===== src/rtl/mux15_rr_scheduler_if.sv =====
// rtl/mux15_rr_scheduler_if.sv - request/select bus between requesters, scheduler and the 15-to-1 mux
interface mux15_rr_scheduler_if #(
  parameter int N_REQ = 15,
  parameter int SEL_W = 4
) ();
  logic [N_REQ-1:0] req;
  logic [SEL_W-1:0] sel;
  logic [N_REQ-1:0] grant;
  logic             valid;
  logic             last;

  modport master (
    input  req,
    output sel,
    output grant,
    output valid,
    output last
  );

  modport slave (
    output req,
    input  sel,
    input  grant,
    input  valid,
    input  last
  );
endinterface


===== src/rtl/mux15_rr_scheduler.sv =====
// rtl/mux15_rr_scheduler.sv - non-preemptive round-robin scheduler driving the 15-to-1 mux select
module mux15_rr_scheduler #(
  parameter int N_REQ       = 15,
  parameter int SEL_W       = 4,
  parameter int HOLD_CYCLES = 3,
  parameter int GAP_CYCLES  = 2
) (
  input  logic                    clk,
  input  logic                    rst_n,
  mux15_rr_scheduler_if.master    bus
);

  localparam int CNT_MAX = (HOLD_CYCLES > GAP_CYCLES) ? HOLD_CYCLES : GAP_CYCLES;
  localparam int CNT_W   = (CNT_MAX < 2) ? 1 : $clog2(CNT_MAX + 1);

  typedef enum logic [1:0] {
    IDLE = 2'd0,
    HOLD = 2'd1,
    GAP  = 2'd2
  } state_t;

  state_t           state;
  logic [CNT_W-1:0] cnt;
  logic [SEL_W-1:0] ptr;
  logic [SEL_W-1:0] win;
  logic             found;
  logic             rearb;

  // Search starts just after the previous winner and wraps modulo N_REQ,
  // so indices >= N_REQ can never be produced.
  always_comb begin
    found = 1'b0;
    win   = '0;
    for (int k = 1; k <= N_REQ; k++) begin
      int idx;
      idx = (int'(ptr) + k) % N_REQ;
      if (!found && bus.req[idx]) begin
        found = 1'b1;
        win   = SEL_W'(idx);
      end
    end
  end

  always_comb begin
    rearb = 1'b0;
    case (state)
      IDLE:    rearb = 1'b1;
      HOLD:    rearb = (cnt == '0) && (GAP_CYCLES == 0);
      GAP:     rearb = (cnt == '0);
      default: rearb = 1'b0;
    endcase
  end

  always_ff @(posedge clk) begin
    if (!rst_n) begin
      state     <= IDLE;
      cnt       <= '0;
      ptr       <= SEL_W'(N_REQ - 1);
      bus.sel   <= '0;
      bus.grant <= '0;
      bus.valid <= 1'b0;
      bus.last  <= 1'b0;
    end else if (rearb && found) begin
      state     <= HOLD;
      cnt       <= CNT_W'(HOLD_CYCLES - 1);
      ptr       <= win;
      bus.sel   <= win;
      bus.grant <= N_REQ'(1) << win;
      bus.valid <= 1'b1;
      bus.last  <= (HOLD_CYCLES == 1);
    end else begin
      case (state)
        HOLD: begin
          if (cnt != '0) begin
            cnt      <= cnt - 1'b1;
            bus.last <= (cnt == CNT_W'(1));
          end else begin
            state     <= (GAP_CYCLES > 0) ? GAP : IDLE;
            cnt       <= CNT_W'((GAP_CYCLES > 0) ? GAP_CYCLES - 1 : 0);
            bus.grant <= '0;
            bus.valid <= 1'b0;
            bus.last  <= 1'b0;
          end
        end
        GAP: begin
          if (cnt != '0) begin
            cnt <= cnt - 1'b1;
          end else begin
            state <= IDLE;
          end
        end
        default: begin
          state <= IDLE;
        end
      endcase
    end
  end

endmodule


===== src/flat_wrapper.sv =====
// flat-port wrapper written by rule: the top's interface ports become plain ports
module mux15_rr_scheduler_flat 
#(
  parameter int N_REQ       = 15,
  parameter int SEL_W       = 4,
  parameter int HOLD_CYCLES = 3,
  parameter int GAP_CYCLES  = 2
)
  (clk, rst_n, bus_req, bus_sel, bus_grant, bus_valid, bus_last);
  mux15_rr_scheduler_if #(.N_REQ(N_REQ), .SEL_W(SEL_W)) bus_i ();
  input  logic clk;
  input  logic rst_n;
  input wire logic [$bits(bus_i.req)-1:0] bus_req;
  output wire logic [$bits(bus_i.sel)-1:0] bus_sel;
  output wire logic [$bits(bus_i.grant)-1:0] bus_grant;
  output wire logic [$bits(bus_i.valid)-1:0] bus_valid;
  output wire logic [$bits(bus_i.last)-1:0] bus_last;
  assign bus_i.req = bus_req;
  assign bus_sel = bus_i.sel;
  assign bus_grant = bus_i.grant;
  assign bus_valid = bus_i.valid;
  assign bus_last = bus_i.last;
  mux15_rr_scheduler #(.N_REQ(N_REQ), .SEL_W(SEL_W), .HOLD_CYCLES(HOLD_CYCLES), .GAP_CYCLES(GAP_CYCLES)) u_core (.clk(clk), .rst_n(rst_n), .bus(bus_i));
endmodule

===== config.mk =====
export PLATFORM = sky130hd
export DESIGN_NAME = mux15_rr_scheduler_flat
export DESIGN_NICKNAME = d
export VERILOG_FILES = /design/src/rtl/mux15_rr_scheduler_if.sv /design/src/rtl/mux15_rr_scheduler.sv /design/src/flat_wrapper.sv
export SDC_FILE = /design/constraint.sdc
export NUM_CORES = 1
export LEC_CHECK = 0
export CORE_ASPECT_RATIO = 1.4
export CORE_MARGIN = 10
export CORE_UTILIZATION = 45
export DETAILED_ROUTE_END_ITERATION = 10
export PLACE_DENSITY = 0.62
export SKIP_CTS_REPAIR_TIMING = 1
export SYNTH_ARGS = -nofsm -noshare
export SYNTH_HDL_FRONTEND = slang
export SYNTH_SLANG_ARGS = --single-unit
export TNS_END_PERCENT = 5

===== constraint.sdc =====
create_clock -name clk -period 9 [get_ports clk]
set_input_delay 1.8 -clock clk [delete_from_list [all_inputs] [get_ports clk]]
set_output_delay 1.8 -clock clk [all_outputs]
set_load 0.01 [all_outputs]

==> impl_metrics.env, run 1 <==
export IMPL_yosysTopAreaCell="mux2i_1"
export IMPL_via_per_inst=7.24
export IMPL_slew_viol_final=0
export IMPL_criticalPathCategory="flop to flop"
export IMPL_track_usage=0.287
export IMPL_cp_required_ns=9.22
export IMPL_firstDrtPassIters=6
export IMPL_routed_wl_mm=40.7
export IMPL_num_rows=61
export IMPL_fin_crit_sh=0.841
export IMPL_tns_ns=0
export IMPL_synth_nets=1362
export IMPL_boundaryPins=38
export IMPL_fill_cells=2092
export IMPL_drcViolationCount=0
export IMPL_hold_viol_final=0
export IMPL_die_x_um=141
export IMPL_place_inst=1517
export IMPL_path_clk_slew_ns=0.08
export IMPL_worstReg2RegEnd="u_core.bus.grant[14]"
export IMPL_cts_sinks=28
export IMPL_status="finished, final reports clean"
export IMPL_r2r_slack_ns=1.43
export IMPL_start_util=0.461
export IMPL_startpoint="u_core.ptr[2]"
export IMPL_skew_ns=0.0135
export IMPL_vias=11000
export IMPL_layout_drive_gt1_share=0.113
export IMPL_synthArstFlopShare=0
export IMPL_max_freq_mhz=132
export IMPL_place_gp_congestion=1.06
export IMPL_setup_viol=0
export IMPL_ff2ff_path_depth=20
export IMPL_arrival_ns=7.79
export IMPL_area_delta_synth_final_pct=5.97
export IMPL_synth_seq_cells=28
export IMPL_crit_path_end="u_core.bus.grant[14]"
export IMPL_period_needed_ns=7.57
export IMPL_utilization=0.489
export IMPL_cts_tree="done"
export IMPL_netlist_instances=1305
export IMPL_grt_pass1_wl_mm=61.4
export IMPL_ctsLongestPathBuffers=2
export IMPL_drv_cap=0
export IMPL_syn_avg_cell_area_um2=7.07
export IMPL_core_um2=20000
export IMPL_ys_top_cells_by_area="mux2i_1 (6.9%), dfxtp_1 (6.1%), ha_1 (5.4%), o21ai_0 (5.3%), nand2_1 (4.8%)"
export IMPL_ys_flop_type="dfxtp_1"
export IMPL_timing_slew_headroom=0.199
export IMPL_netlist_cell_type_count=112
export IMPL_clk_insertion_delay_late_ns=0.28
export IMPL_crit_path_start_kind="flop"
export IMPL_cts_max_level=1
export IMPL_finalNonFillerCells=1522
export IMPL_drtIter0Drc=1316
export IMPL_netlist_area_leader_share=0.0695
export IMPL_overflow=0
export IMPL_cp_max_fo=23
export IMPL_fin_nets=1327
export IMPL_netlist_area_um2=9220
export IMPL_yosys_warnings=0
export IMPL_synth_edff_count=0
export IMPL_hold_class="flop to flop"
export IMPL_cts_root_buf="clkbuf_16"
export IMPL_fp_dieH_um=189
export IMPL_timing_rr_start="u_core.ptr[2]"
export IMPL_ant_nets=0
export IMPL_grt_max_degree=66
export IMPL_die_area_um2=26700
export IMPL_end_kind="flop"
export IMPL_dp_hpwl_mm=29.7
export IMPL_wl_per_cell_um=26.7
export IMPL_worst_hold_slack_ns=0.475
export IMPL_port_buffer_count=37
export IMPL_first_global_vias=10400
export IMPL_worst_slew_pin_slew_ns=1.20
export IMPL_antenna_found_initial=1
export IMPL_seq_area_frac_synth=0.0608
export IMPL_cts_buffers_inserted=3
export IMPL_rsz0062_at_grt="false"
## state kept, by name, summed over array words and instances, names as in the netlist
| signal | cells |
|---|---|
| u_core.bus.sel | 3 |
| u_core.bus.grant | 15 |
| u_core.bus.valid | 1 |
| u_core.state | 2 |
| u_core.cnt | 2 |
| u_core.bus.last | 1 |
| u_core.ptr | 4 |
## area by class of cell
class,instances,area (um2),area share
multi-input combinational,1126,8030,0.821
timing repair buffer,68,603,0.0617
sequential,28,564,0.0577
tap,252,315,0.0323
inverter,43,161,0.0165
clock buffer,4,100,0.0102
antenna,1,2.50,0.000256
## cell families (layout without fill, tap and decap cells)
| logic type | count (synthesis) | after routing | share of synthesized area |
|---|---|---|---|
| AO/OA/AOI/OAI | 469 | 469 | 0.369 |
| XOR/XNOR | 38 | 38 | 0.0402 |
| multiplexers | 103 | 103 | 0.132 |
| other | 0 | 1 | 0 |
| AND/OR/NAND/NOR | 476 | 476 | 0.274 |
| adder cells (fa/ha/maj) | 40 | 40 | 0.0543 |
| buffers and inverters | 151 | 115 | 0.0692 |
| flip-flops | 28 | 28 | 0.0608 |
## worst min path at each step
stage,from,endpoint,depth (start not counted)
after floorplan,u_core.cnt[1],u_core.cnt[1],2
after global placement,u_core.bus.grant[5],u_core.bus.grant[5],1
after detailed placement,u_core.bus.grant[0],u_core.bus.grant[0],1
after CTS,u_core.bus.grant[0],u_core.bus.grant[0],1
after global routing,u_core.bus.grant[4],u_core.bus.grant[4],1
final,u_core.bus.grant[4],u_core.bus.grant[4],1
## per-layer routing
layer | GRT usage | share of wire
met4 | 0.197 | 0.078
met5 | 0 | 0
met3 | 0.0486 | 0.097
met1 | 0.327 | 0.37
met2 | 0.475 | 0.46
## layout by cell type (no fill, tap or decap), types with 8 or more instances in the layout
master           netlist  final
nand3_1               33     33
buf_4                 11     31
nor2_1                98     98
or3_1                 17     17
inv_1                 34     34
clkdlybuf4s50_1        0     37
nor2b_1               15     15
a21o_1                12     12
nand2b_1              25     25
a32o_1                19     19
o211ai_1              20     20
nand4_1               11     11
a21oi_1               68     68
and2_1                 9      9
xnor2_1               26     26
o22ai_1               21     21
mux2i_1               64     64
a22oi_1               15     15
o31ai_1               12     12
mux4_2                12     12
a211oi_1              29     29
nor4_1                13     13
a31oi_1               14     14
ha_1                  40     39
o221ai_1               9      9
and3_1                 9      9
nand3b_1              11     11
o21a_1                11     11
a2111oi_0              8      8
nand2_1              119    119
a21boi_0              11     11
dfxtp_1               28     27
o21ai_0               97     97
or2_2                 13     13
nor3_1                43     43
mux2_2                25     25
## cell usage after synthesis, types with 11 or more instances
cell type	instances
nand2b_1	25
nand4_1	11
a32o_1	19
a21boi_0	11
o211ai_1	20
nand3_1	33
mux4_2	12
a31oi_1	14
nand2_1	119
or2_2	13
o31ai_1	12
clkbuf_1	66
nor3_1	43
buf_4	11
a21o_1	12
o21a_1	11
or3_1	17
a211oi_1	29
nor2b_1	15
o22ai_1	21
buf_2	23
nor2_1	98
inv_1	34
dfxtp_1	28
ha_1	40
o21ai_0	97
nand3b_1	11
a21oi_1	68
nor4_1	13
a22oi_1	15
mux2i_1	64
mux2_2	25
xnor2_1	26
## worst max-delay path: stages (launching register included)
cell       delay (ns)
dfxtp_1          0.45
buf_4            0.36
clkinv_1         0.53
ha_1             0.53
a21oi_2          0.42
clkinv_1         0.38
ha_1             0.40
nor2b_1          0.18
nand4_1          0.19
o21ai_1          0.55
nand2_1          0.19
a311oi_1         0.40
a21boi_1         0.13
or3_1            0.49
a2111oi_4        0.60
nand3_4          0.20
nor2_2           0.22
a21o_1           0.32
nand2_1          0.17
a21oi_2          0.53
a22o_1           0.24
## through the flow
stage          worst slack, ns  area, um2
2_1_floorplan             1.74       9220
3_3_place_gp              1.65       9670
3_5_place_dp              1.59       9670
4_1_cts                   1.54       9770
5_1_grt                  0.932       9770
6_report                  1.43       9770
Power of run 1 is left out: the tool's default activity adds up to more than one toggle a clock period on the data nets, which glitch-free logic cannot reach.
==> run 2: changes to the inputs <==
PLACE_DENSITY = 0.64   (was 0.62)
clock period = 6.85 ns   (was 9 ns; I/O delays follow)
==> run 2 against run 1 <==
Against the previous run: non-clock buffer count increased by 21; first-iteration DRC count increased by 0.30%; final cell count increased by 1.3%; flip-flop and latch count unchanged; sequential share of layout area decreased by 0.11 points.
==> impl_metrics.env, run 2 (same netlist as run 1, synthesis figures left out) <==
export IMPL_grt_pass1_wl_mm=62.7
export IMPL_finalNonFillerCells=1542
export IMPL_min_path_cells=2
export IMPL_max_freq_mhz=153
export IMPL_cts_sinks=28
export IMPL_cts_buffers_inserted=3
export IMPL_criticalPathCategory="flop to flop"
export IMPL_boundaryPins=38
export IMPL_start_util=0.461
export IMPL_antenna_found_initial=0
export IMPL_first_global_vias=10600
export IMPL_ant_nets=0
export IMPL_r2r_slack_ns=0.32
export IMPL_cp_max_fo=30
export IMPL_path_clk_slew_ns=0.07
export IMPL_via_per_inst=7.24
export IMPL_die_area_um2=26700
export IMPL_period_needed_ns=6.53
export IMPL_multi_input_area_um2=8070
export IMPL_cts_root_buf="clkbuf_16"
export IMPL_dp_hpwl_mm=30.7
export IMPL_regArea_um2=564
export IMPL_fin_nets=1348
export IMPL_grt_use_met1=0.326
export IMPL_grt_busiest_layer="met2"
export IMPL_hp_start="u_core.bus.sel[1]"
export IMPL_final_common_cell="nand2_1"
export IMPL_fin_crit_sh=0.953
export IMPL_skew_ns=0.00351
export IMPL_wl_per_cell_um=26.5
export IMPL_rsz0062_at_grt="false"
export IMPL_cts_tree="done"
export IMPL_area_delta_synth_final_pct=8.09
export IMPL_crit_path_start_kind="flop"
export IMPL_drtIter0Drc=1320
export IMPL_num_antenna_cells=0
export IMPL_arrival_ns=6.74
export IMPL_place_gp_congestion=1.08
export IMPL_ff2ff_path_depth=17
export IMPL_clk_insertion_delay_late_ns=0.27
export IMPL_status="finished, final reports clean"
export IMPL_drcViolationCount=0
export IMPL_worst_slew_pin_slew_ns=1.13
export IMPL_post_place_ws_ns=0.178
export IMPL_core_um2=20000
export IMPL_port_buffer_count=37
export IMPL_hold_viol_final=0
export IMPL_die_x_um=141
export IMPL_regMostFlops="u_core.bus.grant"
export IMPL_place_inst=1537
export IMPL_fill_cells=2020
export IMPL_tns_ns=0
export IMPL_end_kind="flop"
export IMPL_reg_top3="u_core.bus.grant: 15 flops, u_core.ptr: 4 flops, u_core.bus.sel: 3 flops"
export IMPL_setup_slack_ns=0.322
export IMPL_slew_viol_final=0
export IMPL_ctsLongestPathBuffers=2
export IMPL_hold_class="flop to flop"
export IMPL_cp_required_ns=7.07
export IMPL_grt_use_met3=0.0491
export IMPL_timing_slew_headroom=0.243
export IMPL_mostFrequentLayoutCells="nand2_1 (119), nor2_1 (98), o21ai_0 (97)"
export IMPL_setup_viol=0
export IMPL_fp_dieH_um=189
export IMPL_grt_use_met2=0.489
export IMPL_num_rows=61
export IMPL_grt_max_degree=62
export IMPL_drv_cap=0
export IMPL_firstDrtPassIters=6
export IMPL_holdPathEnd="u_core.bus.sel[1]"
export IMPL_largest_register_ffs=15
export IMPL_cts_max_level=1
export IMPL_track_usage=0.291
export IMPL_overflow=0
export IMPL_vias=11200
export IMPL_worstReg2RegEnd="u_core.bus.grant[13]"
export IMPL_timing_rr_start="u_core.ptr[1]"
export IMPL_layout_drive_gt1_share=0.129
export IMPL_routed_wl_mm=40.9
-- run 2: critical path, cell delays in order (launching register included) --
cell and delay (ns):
dfxtp_1 0.33, buf_4 0.39, ha_1 0.40, xnor2_4 0.27
ha_1 0.25, a21bo_2 0.22, a2111oi_0 0.57, o32ai_1 0.28
a41oi_1 0.79, nor4_1 0.24, or3_1 0.48, a2111oi_4 0.58
nand3_4 0.20, nor4_1 0.39, a21oi_1 0.09, a21oi_1 0.39
and3_1 0.38, a32o_1 0.20
-- run 2: area by class of cell --
class,instances,share of cell area
clock buffers,4,0.0100
inverters,43,0.0162
multi-input cells,1126,0.809
flip-flops and latches,28,0.0566
well taps,252,0.0316
repair buffers,89,0.0763
-- run 2: worst max path at each step --
stage,start,to,slack [ns],cells after the start
after floorplan,u_core.ptr[0],u_core.bus.grant[0],0.05,29
after global placement,u_core.ptr[1],u_core.bus.grant[14],0.28,17
after detailed placement,u_core.ptr[1],u_core.bus.grant[14],0.18,17
after CTS,u_core.ptr[1],u_core.bus.grant[14],0.14,17
after global routing,u_core.ptr[1],u_core.bus.grant[11],0.002,21
final,u_core.ptr[1],u_core.bus.grant[13],0.32,17
-- run 2: layer usage --
metal	vias up	wire length [um]
met2	720	19200
met1	5235	14500
met3	204	3990
met5	-	0
met4	0	3300
li1	4998	-
-- run 2: per-stage QoR --
step                      hold WS (ns)  cell area [um2]   util
after floorplan                  0.465             9230      -
after global placement           0.457             9820  0.491
after detailed placement         0.459             9820  0.491
after CTS                        0.471             9920  0.496
after global routing             0.494             9970  0.498
final                            0.469             9970  0.498
Power of run 2 is left out for the same reason.
